`config.mk`:
```
export PLATFORM = sky130hd
export DESIGN_NAME = split_bus_arbiter
export DESIGN_NICKNAME = d
export VERILOG_FILES = /design/src/rtl/bus_pkg.sv /design/src/rtl/arb_picker.sv /design/src/rtl/split_bus_arbiter.sv
export SDC_FILE = /design/constraint.sdc
export NUM_CORES = 1
export LEC_CHECK = 0
export CAP_MARGIN = 10
export CELL_PAD_IN_SITES_DETAIL_PLACEMENT = 1
export CELL_PAD_IN_SITES_GLOBAL_PLACEMENT = 2
export CORE_MARGIN = 2
export CORE_UTILIZATION = 25
export CTS_BUF_LIST = sky130_fd_sc_hd__clkbuf_4 sky130_fd_sc_hd__clkbuf_8
export CTS_CLUSTER_SIZE = 12
export DETAILED_ROUTE_END_ITERATION = 7
export GPL_TIMING_DRIVEN = 0
export PLACE_DENSITY_LB_ADDON = 0.1
export SKIP_LAST_GASP = 1
export SLEW_MARGIN = 20
export SYNTH_ARGS = -nofsm -noshare
export SYNTH_HDL_FRONTEND = slang
export SYNTH_SLANG_ARGS = --single-unit
```
`constraint.sdc`:
```
create_clock -name clk -period 3.5 [get_ports clk]
set_input_delay 0.875 -clock clk [delete_from_list [all_inputs] [get_ports clk]]
set_output_delay 0.875 -clock clk [all_outputs]
set_load 0.05 [all_outputs]
```
`src/rtl/bus_pkg.sv`:
```
// Shared definitions for the serial system bus: arbiter state encoding,
// master-count limit and index-width helper.
package bus_pkg;

  localparam int unsigned NUM_MASTERS_MAX = 4;

  typedef enum logic {
    IDLE = 1'b0,
    BUSY = 1'b1
  } arb_state_t;

  function automatic int unsigned idx_width(input int unsigned n);
    return (n <= 2) ? 1 : $clog2(n);
  endfunction

endpackage

```
`src/rtl/arb_picker.sv`:
```
// Combinational winner selection over the eligible request vector.
// ARB_ROUND_ROBIN_EN selects round-robin after last_grant; otherwise lowest index wins.
module arb_picker
  import bus_pkg::*;
#(
  parameter int unsigned NUM_MASTERS = 2,
  parameter int unsigned SEL_WIDTH   = 2
) (
  input  logic [NUM_MASTERS-1:0] eligible,
  input  logic [SEL_WIDTH-1:0]   last_grant,
  output logic [SEL_WIDTH-1:0]   winner,
  output logic                   valid
);

  logic [NUM_MASTERS-1:0] shifted;
  int unsigned            idx;

`ifdef ARB_ROUND_ROBIN_EN
  // Scan starts one past the previous owner and wraps, so it is visited last.
  always_comb begin
    winner  = '0;
    valid   = 1'b0;
    shifted = '0;
    idx     = 0;
    for (int unsigned off = 1; off <= NUM_MASTERS; off++) begin
      idx     = (int'(last_grant) + off) % NUM_MASTERS;
      shifted = eligible >> idx;
      if (!valid && shifted[0]) begin
        valid  = 1'b1;
        winner = SEL_WIDTH'(idx);
      end
    end
  end
`else
  logic unused_last_grant;
  assign unused_last_grant = ^last_grant;

  always_comb begin
    winner  = '0;
    valid   = 1'b0;
    shifted = '0;
    idx     = 0;
    for (int unsigned i = 0; i < NUM_MASTERS; i++) begin
      idx     = i;
      shifted = eligible >> idx;
      if (!valid && shifted[0]) begin
        valid  = 1'b1;
        winner = SEL_WIDTH'(idx);
      end
    end
  end
`endif

endmodule

```
`src/rtl/split_bus_arbiter.sv`:
```
// Central bus arbiter with one outstanding split transaction.
// Build option: define ARB_ROUND_ROBIN_EN for round-robin picking (default fixed priority).
module split_bus_arbiter
  import bus_pkg::*;
#(
  parameter int unsigned NUM_MASTERS = 2,
  parameter int unsigned SEL_WIDTH   = 2
) (
  input  logic                   clk,
  input  logic                   rstn,
  input  logic [NUM_MASTERS-1:0] mbreq,
  output logic [NUM_MASTERS-1:0] mbgrant,
  output logic [NUM_MASTERS-1:0] msplit,
  output logic [SEL_WIDTH-1:0]   msel,
  output logic                   bus_busy,
  input  logic                   ssplit,
  input  logic                   split_done
);

  if (NUM_MASTERS < 2 || NUM_MASTERS > NUM_MASTERS_MAX ||
      SEL_WIDTH < idx_width(NUM_MASTERS)) begin : g_bad_cfg
    $error("split_bus_arbiter: illegal NUM_MASTERS/SEL_WIDTH");
  end

  arb_state_t             state;
  logic [SEL_WIDTH-1:0]   owner;
  logic [SEL_WIDTH-1:0]   split_owner;
  logic [SEL_WIDTH-1:0]   last_grant;
  logic                   split_pend;
  logic                   split_ready;

  logic [NUM_MASTERS-1:0] owner_hot;
  logic [NUM_MASTERS-1:0] split_hot;
  logic [NUM_MASTERS-1:0] win_hot;
  logic [NUM_MASTERS-1:0] eligible;
  logic                   owner_req;
  logic                   split_req;
  logic [SEL_WIDTH-1:0]   winner;
  logic                   win_valid;

  always_comb begin
    owner_hot = '0;
    split_hot = '0;
    win_hot   = '0;
    for (int unsigned i = 0; i < NUM_MASTERS; i++) begin
      owner_hot[i] = (owner == SEL_WIDTH'(i));
      split_hot[i] = (split_owner == SEL_WIDTH'(i));
      win_hot[i]   = (winner == SEL_WIDTH'(i));
    end
    owner_req = |(mbreq & owner_hot);
    split_req = |(mbreq & split_hot);
    eligible  = mbreq & ~(split_pend ? split_hot : '0);
  end

  arb_picker #(
    .NUM_MASTERS (NUM_MASTERS),
    .SEL_WIDTH   (SEL_WIDTH)
  ) u_picker (
    .eligible   (eligible),
    .last_grant (last_grant),
    .winner     (winner),
    .valid      (win_valid)
  );

  // Later assignments override earlier ones: an abandoned park beats a same-edge split_done.
  always_ff @(posedge clk) begin
    if (!rstn) begin
      state       <= IDLE;
      mbgrant     <= '0;
      msplit      <= '0;
      msel        <= '0;
      bus_busy    <= 1'b0;
      owner       <= '0;
      split_owner <= '0;
      split_pend  <= 1'b0;
      split_ready <= 1'b0;
      last_grant  <= SEL_WIDTH'(NUM_MASTERS - 1);
    end else begin
      if (split_pend && split_done) begin
        split_ready <= 1'b1;
      end
      if (split_pend && !split_req) begin
        split_pend  <= 1'b0;
        split_ready <= 1'b0;
        msplit      <= msplit & ~split_hot;
      end
      case (state)
        IDLE: begin
          if (split_ready && split_req) begin
            owner       <= split_owner;
            msel        <= split_owner;
            mbgrant     <= split_hot;
            bus_busy    <= 1'b1;
            msplit      <= msplit & ~split_hot;
            split_pend  <= 1'b0;
            split_ready <= 1'b0;
            state       <= BUSY;
          end else if (win_valid) begin
            owner    <= winner;
            msel     <= winner;
            mbgrant  <= win_hot;
            bus_busy <= 1'b1;
            state    <= BUSY;
          end
        end
        BUSY: begin
          if (!owner_req) begin
            mbgrant    <= '0;
            bus_busy   <= 1'b0;
            last_grant <= owner;
            state      <= IDLE;
          end else if (ssplit && !split_pend) begin
            msplit      <= msplit | owner_hot;
            split_pend  <= 1'b1;
            split_owner <= owner;
            mbgrant     <= '0;
            bus_busy    <= 1'b0;
            state       <= IDLE;
          end
        end
        default: state <= IDLE;
      endcase
    end
  end

endmodule

```
After elaboration in Yosys (flattened, before gate mapping)
Cells that the tools add are included.
{ "totals": {"mem_bits_rw": 0, "regBits": 12, "latch_bits": 0, "n_memories": 0, "output_inout_bits": 7, "romBits": 0, "wordCells": 73, "inputBits": 6} }
{ "op_classes": {"add_sub_neg": 0, "bitwise_logic": 8, "n_div": 0, "n_mux": 35, "shift": 0, "mul": 0, "n_eq_ne": 5, "reduce_logical": 17, "magnitude_cmp": 0} }
{ "op_table": {"columns": ["operator", "n"], "rows": [
  ["two-way mux 2 bit", 11],
  ["two-way mux 1 bit", 19],
  ["AND 2 bit", 4],
  ["case mux 2 bit (2 select lines)", 2],
  ["equality test 2 x 1 -> 1 bit, second input constant", 3],
  ["zero test 2 bit", 3],
  ["!= test 3 x 2 -> 1 bit, second input constant", 2],
  ["case mux 1 bit (2 select lines)", 3],
  ["logical AND 1 bit", 5],
  ["NOT 2 bit", 2],
  ["AND reduction 2 bit", 2],
  ["OR reduction 2 bit", 2],
  ["zero test 1 bit", 3],
  ["AND reduction 3 bit", 1],
  ["OR 2 bit", 1],
  ["nonzero test 2 bit", 1],
  ["NOT 1 bit", 1]
]} }

Logic depth before layout (Yosys ltp)
Gate-level depths: netlist of the first run.
{ "logic_depth": {"word_depth": 12, "mapped_depth": 5, "ltp_nobuf": 4} }

Hierarchy
From an unflattened synthesis of the first run, not the netlist that was laid out.
{ "unflattened": {"cells_unflattened": 86, "area_unflattened_um2": 777.0} }
{ "modules_own_cells": {"columns": ["module", "instances", "seq_area_each_um2", "cells_each", "area_per_inst_um2"], "rows": [
  ["split_bus_arbiter", 1, 280.3, 82, 753.2],
  ["arb_picker", 1, 0.0, 4, 23.8]
]} }

Least setup slack after synthesis of the first run
Ideal clock, no wire load.
{ "synth_path": {"kind": "in2reg", "from": "input port mbreq[1]", "to": "register mbgrant[1]", "path_buffers": 1, "path_slack_ps": 1690, "arrival_time_ps": 1675, "required_time_ps": 3365, "setup_time_ps": 135, "path_stages": 5, "path_cell_list": "clkbuf_2 mux2i_1 nor3_1 o21ba_2 o22ai_1"} }
{ "synth_via": {"elab_chain_len": 7, "word_cells_on_any_way": 17, "cone_classes": "eq/ne: 3; mux: 6; bitwise: 3; reduce/logical: 5"} }
{ "synth_lines": {"columns": ["element", "line_no", "text"], "rows": [
  ["start: declaration", "split_bus_arbiter.sv:11", "input logic [NUM_MASTERS-1:0] mbreq,"],
  ["AND 2 bit", "split_bus_arbiter.sv:52", "eligible = mbreq & ~(split_pend ? split_hot : '0);"],
  ["logical AND 1 bit", "arb_picker.sv:46", "if (!valid && shifted[0]) begin"],
  ["two-way mux 1 bit", "arb_picker.sv:46", null],
  ["equality test 2 x 1 -> 1 bit", "split_bus_arbiter.sv:48", "win_hot[i] = (winner == SEL_WIDTH'(i));"],
  ["two-way mux 2 bit", "split_bus_arbiter.sv:98", "end else if (win_valid) begin"],
  ["two-way mux 2 bit", "split_bus_arbiter.sv:89", "if (split_ready && split_req) begin"],
  ["case mux 2 bit (2 select lines)", "split_bus_arbiter.sv:87", "case (state)"],
  ["end signal: assignment", "split_bus_arbiter.sv:92", "mbgrant <= split_hot;"],
  ["end signal: assignment", "split_bus_arbiter.sv:101", "mbgrant <= win_hot;"],
  ["end: declaration", "split_bus_arbiter.sv:12", "output logic [NUM_MASTERS-1:0] mbgrant,"]
]} }
Parallel ways exist; a longest one is shown, timed or not. The select of a mux whose other input is x is not followed.
A chain may end at the register's enable or synchronous reset.

==> results.cfg, run 1 <==
[yosys]
synth_compound_area_frac = 0.193
synth_top_area_share = 0.375
synth_top_flop_cell = dfxtp_1
synth_nets = 75
synth-simple-area-share = 0.293
synthAdderAreaFrac = 0
yosysWarnings = 0
netlist_area_um2 = 641
synth_seq_cells = 12
synthTopCellsByArea = dfxtp_1 38%, mux2i_1 9.4%, nor3b_2 3.9%
ys_seq_area_frac = 0.375
synth_xor_area_frac = 0
synthTopCellsByCount = 12 x dfxtp_1, 6 x mux2i_1, 5 x nand2_1
synth.distinct_cells = 32
yosysTopAreaCell = dfxtp_1
yosysMostFrequentCell = dfxtp_1
synthMuxAreaShare = 0.0938
synth_top_family_by_area = simple AND/OR/NAND/NOR gates
syn_area_per_cell_um2 = 9.28
synth-edff-count = 0
postSynthCellCount = 69
async_reset_ff_frac = 0

[critical_path]
timing.rr.start = state
cp.required_ps = 2620
crit_path_end_kind = output pin
path_max_fanout = 6
critPathSlowestCell = clkdlybuf4s50_1
path_delay_family = buffers and inverters
critical_path_arrival_ps = 1580
max_stage_delay_ps = 840
worstReg2RegEnd = split_owner[0]
path_buf_inv = 1
regToRegSetupSlack_ps = 2080
startpoint_type = flop
criticalPathCategory = reg2out
worstPathCellList = clkdlybuf4s50_1
r2r_cells = 4

[outcome]
status = finished clean

[cells_and_area]
multi_input_area_um2 = 372
n_antenna_cell = 0
nNetsFinal = 91
syn2layout_area_growth_pct = 28.7
regArea_um2 = 240
drive_gt1_frac = 0.143
stdcell_count = 114
n_fill_cell = 296

[hold_path]
hold_path.class = reg2reg
min_from = mbgrant[0]
min_path_cells = 2
min_to = mbgrant[0]

[die]
die_y_um = 54.6
die_area_um2 = 2980
fp.coreArea_um2 = 2450
ios = 13
rows = 18
start_util = 0.261
die_w_um = 54.6

[cts]
numClockSinks = 12
htree_levels = 1
cts_tree = yes
postCtsSetupRepairBufs = 0
cts_hold_buf = 0
cts_resized = 0
clk_path_buf_depth = 2
cts_made_buffers = 3
clk-insertion-delay-late_ps = 280
clk_pin_slew_ps = 90
root_buffer = clkbuf_4

[sta]
tightest_slew_ps = 495
finalCritPeriodShare = 0.703
whs_ps = 463
fin_crit_ps = 2460
fin_skew_ps = 9.43
slew_headroom = 0.669
slew_viol_final = 0
finalSetupTns_ps = 0
rsz0062_at_grt = false
finalHoldViolations = 0
max_freq_mhz = 407
setup_viol = 0

[global_route]
grt_pass1_wl_mm = 2.67
antenna_found_initial = 0
grt_use_total = 0.130
grt_pass1_vias = 525
grt_max_degree = 11
grt-ovfl-total = 0

[job]
max_cap_viol_count = 0

[placement]
portBuffers = 11
dp_hpwl_mm = 1.18
placedCellCount = 110
gp_congestion = 0.663

[power_and_ir_drop]
p_total_mw = 0.334
leakagePower_nw = 0.288
power_density_nw_per_um2 = 405
ir_worst_vdd_uv = 220

[detailed_routing]
num_vias = 567
routed_wl_mm = 1.60
viasPerCell = 4.97
ant_nets = 0
drt_first_pass_iters = 4
drc = 0
initialDrtViolationCount = 9
wl_per_cell_um = 14.1
## metal layers
layer | share of wire | routed length, um | vias to the layer above | track usage
met5 | 0 | 0 | - | 0
met4 | 0.011 | 17 | 0 | 0.0625
met3 | 0.044 | 70 | 2 | 0.0328
li1 | - | - | 281 | -
met1 | 0.52 | 834 | 271 | 0.185
met2 | 0.43 | 682 | 13 | 0.179
## registers in the layout, indices dropped and copies added (netlist names)
signal / flops
split_owner: 2
msplit: 2
split_ready: 1
bus_busy: 1
owner: 2
state: 1
split_pend: 1
mbgrant: 2
## cells by family (layout without fill, tap and decap cells)
family,count (synthesis),after routing
flops,12,12
simple gates,28,28
compound gates,18,18
mux,6,6
buf+inv,5,20
## report_power, final
group | internal [mW] | switching [mW] | total [mW]
Clock | 0.0633 | 0.0538 | 0.117
Combinational | 0.0273 | 0.0388 | 0.0662
Sequential | 0.143 | 0.00730 | 0.150
Total | 0.234 | 0.100 | 0.334
## layout make-up
class / count / area share
timing repair buffer: 11 / 0.134
buffer: 4 / 0.0303
tap: 30 / 0.0455
multi-input combinational: 52 / 0.451
clock buffer: 4 / 0.0440
sequential: 12 / 0.291
inverter: 1 / 0.00455
## placed cells by master, fill, tap and decap left out, types with 2 or more instances in the layout
cell and count:
a21boi_0 3, a21oi_1 3, and3_1 2, clkbuf_4 3, clkdlybuf4s50_1 11, dfxtp_1 12
mux2i_1 6, nand2_1 5, nand2b_1 3, nor2_1 4, nor2b_1 3, nor3b_2 2
nor4b_1 2, o21ai_0 3, o311ai_0 2
## through the flow
step                worst slack, ps  utilization  area (um^2)
floorplan                      1690            -          641
global placement               1060        0.321          788
detailed placement             1040        0.321          788
CTS                            1030        0.336          825
global route                    990        0.336          825
finish                         1040        0.336          825
## how the worst max path moves through the flow
| stage | slack (ps) | start | end | cells past startpoint |
|---|---|---|---|---|
| 2_1_floorplan | 1690 | mbreq[1] | mbgrant[1] | 5 |
| 3_3_place_gp | 1060 | mbreq[0] | split_owner[0] | 5 |
| 3_5_place_dp | 1040 | mbreq[0] | split_owner[0] | 5 |
| 4_1_cts | 1030 | owner[0] | msel[0] | 1 |
| 5_1_grt | 990 | owner[0] | msel[0] | 1 |
| 6_report | 1040 | owner[0] | msel[0] | 1 |
Note: power is estimated with default switching activity, not from simulation.
==> run 2: changes to the inputs <==
Clock period 3.5 ns to 2.3 ns, I/O delays scaled along.
==> results of run 2 <==
The final DEF is identical to that of run 1. Status: finished clean.
Main changes from that run: setup slack after placement 1040 ps -> 136 ps; setup slack after layout 1040 ps -> 141 ps; register-to-register setup slack 2080 ps -> 880 ps; total power 0.334 mW -> 0.508 mW; worst IR drop on VDD 220 uV -> 335 uV
==> run 3: changes to the inputs <==
Settings changed: HOLD_SLACK_MARGIN set to 0.1.
==> results of run 3 <==
The final DEF is identical to that of run 1. Status: finished clean.
Main changes from that run: setup slack after placement 1040 ps -> 136 ps; setup slack after layout 1040 ps -> 141 ps; register-to-register setup slack 2080 ps -> 880 ps; total power 0.334 mW -> 0.508 mW; worst IR drop on VDD 220 uV -> 335 uV
